### src/rtl/teclado_pkg.sv
// rtl/teclado_pkg.sv - shared types, key codes and lookup helpers for the keypad scanner
package teclado_pkg;

    localparam int DEBOUNCE_MS_DEF = 20;

    typedef enum logic [1:0] {
        SCAN     = 2'd0,
        DEBOUNCE = 2'd1,
        PRESSED  = 2'd2,
        RELEASE  = 2'd3
    } estado_t;

    localparam logic [3:0] TEC_A   = 4'hA;
    localparam logic [3:0] TEC_B   = 4'hB;
    localparam logic [3:0] TEC_C   = 4'hC;
    localparam logic [3:0] TEC_D   = 4'hD;
    localparam logic [3:0] TEC_AST = 4'hE;
    localparam logic [3:0] TEC_NUM = 4'hF;

    // Lowest-indexed active-low row; only meaningful when some row is low
    function automatic logic [1:0] fila_baja(input logic [3:0] filas);
        if (!filas[0])      return 2'd0;
        else if (!filas[1]) return 2'd1;
        else if (!filas[2]) return 2'd2;
        else                return 2'd3;
    endfunction

    // Physical key position to key code
    function automatic logic [3:0] codigo_tecla(input logic [1:0] fila, input logic [1:0] col);
        logic [3:0] codigo;
        case ({fila, col})
            4'b00_00: codigo = 4'h1;
            4'b00_01: codigo = 4'h2;
            4'b00_10: codigo = 4'h3;
            4'b00_11: codigo = TEC_A;
            4'b01_00: codigo = 4'h4;
            4'b01_01: codigo = 4'h5;
            4'b01_10: codigo = 4'h6;
            4'b01_11: codigo = TEC_B;
            4'b10_00: codigo = 4'h7;
            4'b10_01: codigo = 4'h8;
            4'b10_10: codigo = 4'h9;
            4'b10_11: codigo = TEC_C;
            4'b11_00: codigo = TEC_AST;
            4'b11_01: codigo = 4'h0;
            4'b11_10: codigo = TEC_NUM;
            default:  codigo = TEC_D;
        endcase
        return codigo;
    endfunction

endpackage

### src/rtl/ensamblador_operandos.sv
// rtl/ensamblador_operandos.sv - builds divider operands and start pulse from accepted keys
module ensamblador_operandos
    import teclado_pkg::*;
#(
    parameter int N_BITS = 8
) (
    input  logic              clk1kHz,
    input  logic              rst_n,
    input  logic [3:0]        tecla,
    input  logic              tecla_valida,
    output logic [N_BITS-1:0] entrada,
    output logic [N_BITS-1:0] dividendo,
    output logic [N_BITS-1:0] divisor,
    output logic              start
);

    logic [N_BITS-1:0] entrada_q;
    logic [N_BITS-1:0] dividendo_q;
    logic [N_BITS-1:0] divisor_q;
    logic              start_q;

    // Apply each accepted key to the operand registers; start lasts one cycle
    always_ff @(posedge clk1kHz or negedge rst_n) begin
        if (!rst_n) begin
            entrada_q   <= '0;
            dividendo_q <= '0;
            divisor_q   <= '0;
            start_q     <= 1'b0;
        end else begin
            start_q <= 1'b0;
            if (tecla_valida) begin
                case (tecla)
                    4'h0, 4'h1: entrada_q <= {entrada_q[N_BITS-2:0], tecla[0]};
                    TEC_A: begin
                        dividendo_q <= entrada_q;
                        entrada_q   <= '0;
                    end
                    TEC_B: begin
                        divisor_q <= entrada_q;
                        entrada_q <= '0;
                    end
                    TEC_C: entrada_q <= '0;
                    TEC_D: start_q <= 1'b1;
                    TEC_AST: begin
                        entrada_q   <= '0;
                        dividendo_q <= '0;
                        divisor_q   <= '0;
                    end
                    default: ;
                endcase
            end
        end
    end

    assign entrada   = entrada_q;
    assign dividendo = dividendo_q;
    assign divisor   = divisor_q;
    assign start     = start_q;

endmodule

### src/rtl/escaneo_teclado.sv
// rtl/escaneo_teclado.sv - 4x4 keypad column scanner with press/release debounce
module escaneo_teclado
    import teclado_pkg::*;
#(
    parameter int DEBOUNCE_MS = DEBOUNCE_MS_DEF,
    parameter int N_BITS      = 8
) (
    input  logic              clk1kHz,
    input  logic              rst_n,
    input  logic [3:0]        filas,
    output logic [3:0]        columnas,
    output logic [3:0]        tecla,
    output logic              tecla_valida,
    output logic [N_BITS-1:0] entrada,
    output logic [N_BITS-1:0] dividendo,
    output logic [N_BITS-1:0] divisor,
    output logic              start
);

    // DEBOUNCE sees the first sample in SCAN, so it needs one count fewer than RELEASE
    localparam logic [7:0] LIM_DEB = 8'(DEBOUNCE_MS - 2);
    localparam logic [7:0] LIM_REL = 8'(DEBOUNCE_MS - 1);

    estado_t    estado_q;
    logic [1:0] col_q;
    logic [1:0] fila_q;
    logic [7:0] cnt_q;
    logic [3:0] columnas_q;
    logic [3:0] tecla_q;
    logic       valida_q;

    logic       hay_fila;
    logic [1:0] fila_act;

    // Current row sample: is any row pulled low, and which is the lowest one
    always_comb begin
        hay_fila = (filas != 4'hF);
        fila_act = fila_baja(filas);
    end

    // Scan/debounce FSM; columnas is rotated alongside col_q so it stays registered
    always_ff @(posedge clk1kHz or negedge rst_n) begin
        if (!rst_n) begin
            estado_q   <= SCAN;
            col_q      <= 2'd0;
            fila_q     <= 2'd0;
            cnt_q      <= 8'd0;
            columnas_q <= 4'b1110;
            tecla_q    <= 4'h0;
            valida_q   <= 1'b0;
        end else begin
            valida_q <= 1'b0;
            case (estado_q)
                SCAN: begin
                    if (hay_fila) begin
                        fila_q   <= fila_act;
                        cnt_q    <= 8'd0;
                        estado_q <= DEBOUNCE;
                    end else begin
                        col_q      <= col_q + 2'd1;
                        columnas_q <= {columnas_q[2:0], columnas_q[3]};
                    end
                end
                DEBOUNCE: begin
                    if (hay_fila && (fila_act == fila_q)) begin
                        cnt_q <= cnt_q + 8'd1;
                        if (cnt_q == LIM_DEB) estado_q <= PRESSED;
                    end else begin
                        estado_q <= SCAN;
                    end
                end
                PRESSED: begin
                    tecla_q  <= codigo_tecla(fila_q, col_q);
                    valida_q <= 1'b1;
                    cnt_q    <= 8'd0;
                    estado_q <= RELEASE;
                end
                default: begin
                    if (hay_fila) begin
                        cnt_q <= 8'd0;
                    end else if (cnt_q == LIM_REL) begin
                        estado_q   <= SCAN;
                        col_q      <= col_q + 2'd1;
                        columnas_q <= {columnas_q[2:0], columnas_q[3]};
                    end else begin
                        cnt_q <= cnt_q + 8'd1;
                    end
                end
            endcase
        end
    end

    assign columnas     = columnas_q;
    assign tecla        = tecla_q;
    assign tecla_valida = valida_q;

    ensamblador_operandos #(
        .N_BITS(N_BITS)
    ) u_ensamblador (
        .clk1kHz     (clk1kHz),
        .rst_n       (rst_n),
        .tecla       (tecla_q),
        .tecla_valida(valida_q),
        .entrada     (entrada),
        .dividendo   (dividendo),
        .divisor     (divisor),
        .start       (start)
    );

endmodule

### config.mk
export PLATFORM = sky130hd
export DESIGN_NAME = escaneo_teclado
export DESIGN_NICKNAME = d
export VERILOG_FILES = /design/src/rtl/teclado_pkg.sv /design/src/rtl/ensamblador_operandos.sv /design/src/rtl/escaneo_teclado.sv
export SDC_FILE = /design/constraint.sdc
export NUM_CORES = 1
export LEC_CHECK = 0
export CAP_MARGIN = 5
export CORE_ASPECT_RATIO = 1.2
export CORE_MARGIN = 3
export CORE_UTILIZATION = 53
export CTS_BUF_LIST = sky130_fd_sc_hd__clkbuf_16
export DETAILED_ROUTE_END_ITERATION = 8
export GPL_TIMING_DRIVEN = 0
export PLACE_DENSITY = 0.79
export SLEW_MARGIN = 5
export SYNTH_ARGS = -nofsm -noshare
export SYNTH_HDL_FRONTEND = slang
export SYNTH_SLANG_ARGS = --single-unit
### constraint.sdc
create_clock -name clk1kHz -period 2.7 [get_ports clk1kHz]
set_input_delay 0.54 -clock clk1kHz [delete_from_list [all_inputs] [get_ports clk1kHz]]
set_output_delay 0.54 -clock clk1kHz [all_outputs]
set_load 0.01 [all_outputs]
==> results by group <==
Global routing
  – First-pass GRT wire length: 8380 um
  – GRT Total Usage: 19.7%
  – Pin count of the biggest net entering global routing: 32
  – Number of global-route vias before repair: ~1800
  – Grt ovf: 0
  – Initial antenna violation count: 0

Hold path
  – Type of the most critical hold path: input port to async pin

Clock network
  – CTS sink count: 48
  – TritonCTS Buffers: 5
  – Hold-fix buffer count after cts: 0
  – Clock buffer depth: 2
  – Root Driver: clkbuf_16
  – CTS tree: yes
  – CTS-repair resized insts: 0
  – Clock transition at path regs: 60 ps
  – Later-pin clock latency in the skew report: ~280 ps
  – Postcts setup bufs: 0
  – H-tree lvl count: 2

Placed design
  – Pre-CTS WS: between 100 and 150 ps
  – Hpwl dp: 3620 um
  – Port-buffer cells: 39
  – Gpl congestion: 0.807
  – Placed cells: 345

Yosys
  – Synth Register Bits: 48
  – Share of the yosys chip area belonging to registers: 49.0%
  – Post-synthesis cell count: 249
  – Mapped Avg Cell Area: 9.88 um2
  – Post-synthesis cell type count: 48
  – Post-synth EDFFs: 0
  – FFs w/ async S/R, synth: 100%
  – Syn_nets: 266
  – Syn. warnings: 0
  – Mapped cell area: 2460 um2
  – Ys flop type: dfrtp_1

Route
  – Starting DRT DRC Count: a little over 100
  – Via density: 5.59
  – Vias: about 2000
  – Final wirelength: 4860 um
  – Drc violations: 0
  – Antenna Nets Post-Route: 0
  – Drt pass-1 iters: 4
  – Wire length per cell: 13.8 um

Pwr
  – LEAKAGE: 1.33 nW
  – Internal power: 1.50 mW
  – Flop pwr share: between 30% and 40%
  – Net switching power: 745 uW
  – PwrDens: 723 nW/um2
  – VDD IR-drop max: approximately 470 uV
  – Combinational share of power: 30.4%
  – Fraction of power spent switching nets: around a third
  – Total power: 2.24 mW
  – Clock power frac: 30.9%

Final layout
  – Cell Count, Final, Fillers Out: 353
  – Diode count: 0
  – Layout fillers: 357
  – Most frequent cells in the layout: nand2_1, dfrtp_1, o21ai_0, clkdlybuf4s50_1, ha_1
  – Layout cells sized above 1: 10.8%
  – # nets final: 313
  – Commonest non-fill, non-tap cell in the layout: nand2_1
  – Area Growth Syn to Fin: 26.1%

Timing
  – Setup slack after layout: 444 ps
  – Final hold viol count: 0
  – Tcrit/Tclk final: 83.6%
  – Final Setup Violations: 0
  – Worst clock skew: around 3.3 ps
  – Fmax: 443 MHz
  – Final min period: 2260 ps
  – Rel. slew slack: between 50% and 60%
  – RSZ-0062 raised after global routing: no
  – Count of pins over their slew limit: 0
  – Setup_tns: 0 ps
  – Worst Tran Pin Value: about 600 ps

Die
  – Initial Util: 56.4%
  – Boundary Pins: 40
  – Die Y: 80.6 um
  – DIE WIDTH: approximately 68 um
  – Core Box Area: 4360 um2
  – Die Area: 5500 um2
  – # rows: 26

Outcome
  – Status: finished, final reports clean

Setup path
  – Crit Reg-Reg Startpoint: estado_q[1]
  – Type of the worst setup path: input port to flip-flop
  – Worst Setup SP: filas[1]
  – RR Endpoint: cnt_q[7]
  – R2R cell count: 8
  – Worst EP arrival: 2420 ps
  – CP Capture Point: cnt_q[2]
  – CP endpoint kind: flip-flop
  – Worst reg-to-reg setup slack: 550 ps
  – Startpoint class of the critical path: input port
  – Crit Path Max Fanout: 10
  – CP required: 2860 ps

Run
  – Max-cap violations: 0
-- power by group through the flow --
stage	logic (mW)	clock network, mW	registers (mW)
floorplan	0.514	0	0.865
global placement	0.650	0	0.875
detailed placement	0.678	0	0.879
CTS	0.682	0.706	0.867
global route	0.772	0.733	0.881
finish	0.682	0.692	0.868
-- synth_stat cells (all sizes together), types with 2 or more instances --
library cell	number	share of area, %
mux2	7	3.4
buf	4	0.81
nor3	3	1.0
clkbuf	5	0.76
a31oi	2	1.1
nand3	6	1.2
or3	2	0.51
nand4	2	1.1
nand4b	2	0.71
and3	2	0.51
dfstp	3	3.2
dfrtp	45	46
inv	10	1.5
o22ai	3	0.76
nand2b	2	0.51
o31ai	10	3.7
a21oi	10	2.2
nand2	49	7.5
nand3b	2	0.61
o21ai	38	7.7
nor2b	4	1.0
ha	11	5.6
nor2	7	1.2
mux2i	5	2.0
-- metrics by stage --
step / cell area (um2) / hold WS (ps) / util (%)
after floorplan: 2460 / 244 / -
after global placement: 2920 / 462 / 67.0
after detailed placement: 2940 / 469 / 67.3
after CTS: 3100 / 205 / 71.2
after global routing: 3100 / 216 / 71.2
final: 3100 / 194 / 71.2
-- flip-flops by register name, summed over array words and instances (netlist names) --
signal and count:
cnt_q 8, tecla 4, estado_q 2, fila_q 2, u_ensamblador.dividendo 8, u_ensamblador.divisor 8
u_ensamblador.start 1, tecla_valida 1, u_ensamblador.entrada 8, col_q 2, columnas 4
-- kinds of logic (layout without fill, tap and decap cells) --
logic type	count (synthesis)	count (layout)	synth area share [%]
AND/OR/NAND/NOR	86	86	18.1
AO/OA/AOI/OAI	71	71	18.2
flip-flops	48	48	49.0
buffers and inverters	19	67	3.10
multiplexers	12	12	5.39
adder cells (fa/ha/maj)	11	11	5.60
XOR/XNOR	2	2	0.712
-- layer usage --
| metal | GRT usage (%) | vias up | share of wire, % |
|---|---|---|---|
| met5 | 0 | - | 0 |
| met4 | 6.36 | 0 | 1.2 |
| met3 | 3.22 | 8 | 3.5 |
| met2 | 33.6 | 58 | 50 |
| met1 | 25.0 | 932 | 45 |
| li1 | - | 974 | - |
-- how the worst min path moves through the flow --
stage	end	slack (ps)	cells past startpoint
finish	tecla[3]	190	1
global route	tecla[0]	220	1
CTS	tecla[3]	200	1
detailed placement	u_ensamblador.dividendo[3]	470	2
global placement	u_ensamblador.dividendo[5]	460	2
floorplan	cnt_q[0]	240	0
-- cell type report --
cell class	count	area (um2)	share of cell area, %
Sequential cell	48	1200	38.8
Multi-Input combinational cell	182	1180	38.0
Timing Repair Buffer	40	405	13.1
Clock buffer	5	125	4.03
Tap cell	56	70.1	2.26
Clock inverter	3	42.5	1.37
Buffer	9	38.8	1.25
Inverter	10	37.5	1.21
-- worst max-delay path, cell delays in order --
cell	delay (ps)
clkdlybuf4s50_1	590
nand4bb_1	170
o31ai_1	100
nor3_2	520
or3_1	190
buf_2	190
o21ai_0	110
Note: power is estimated with default switching activity, not from simulation.
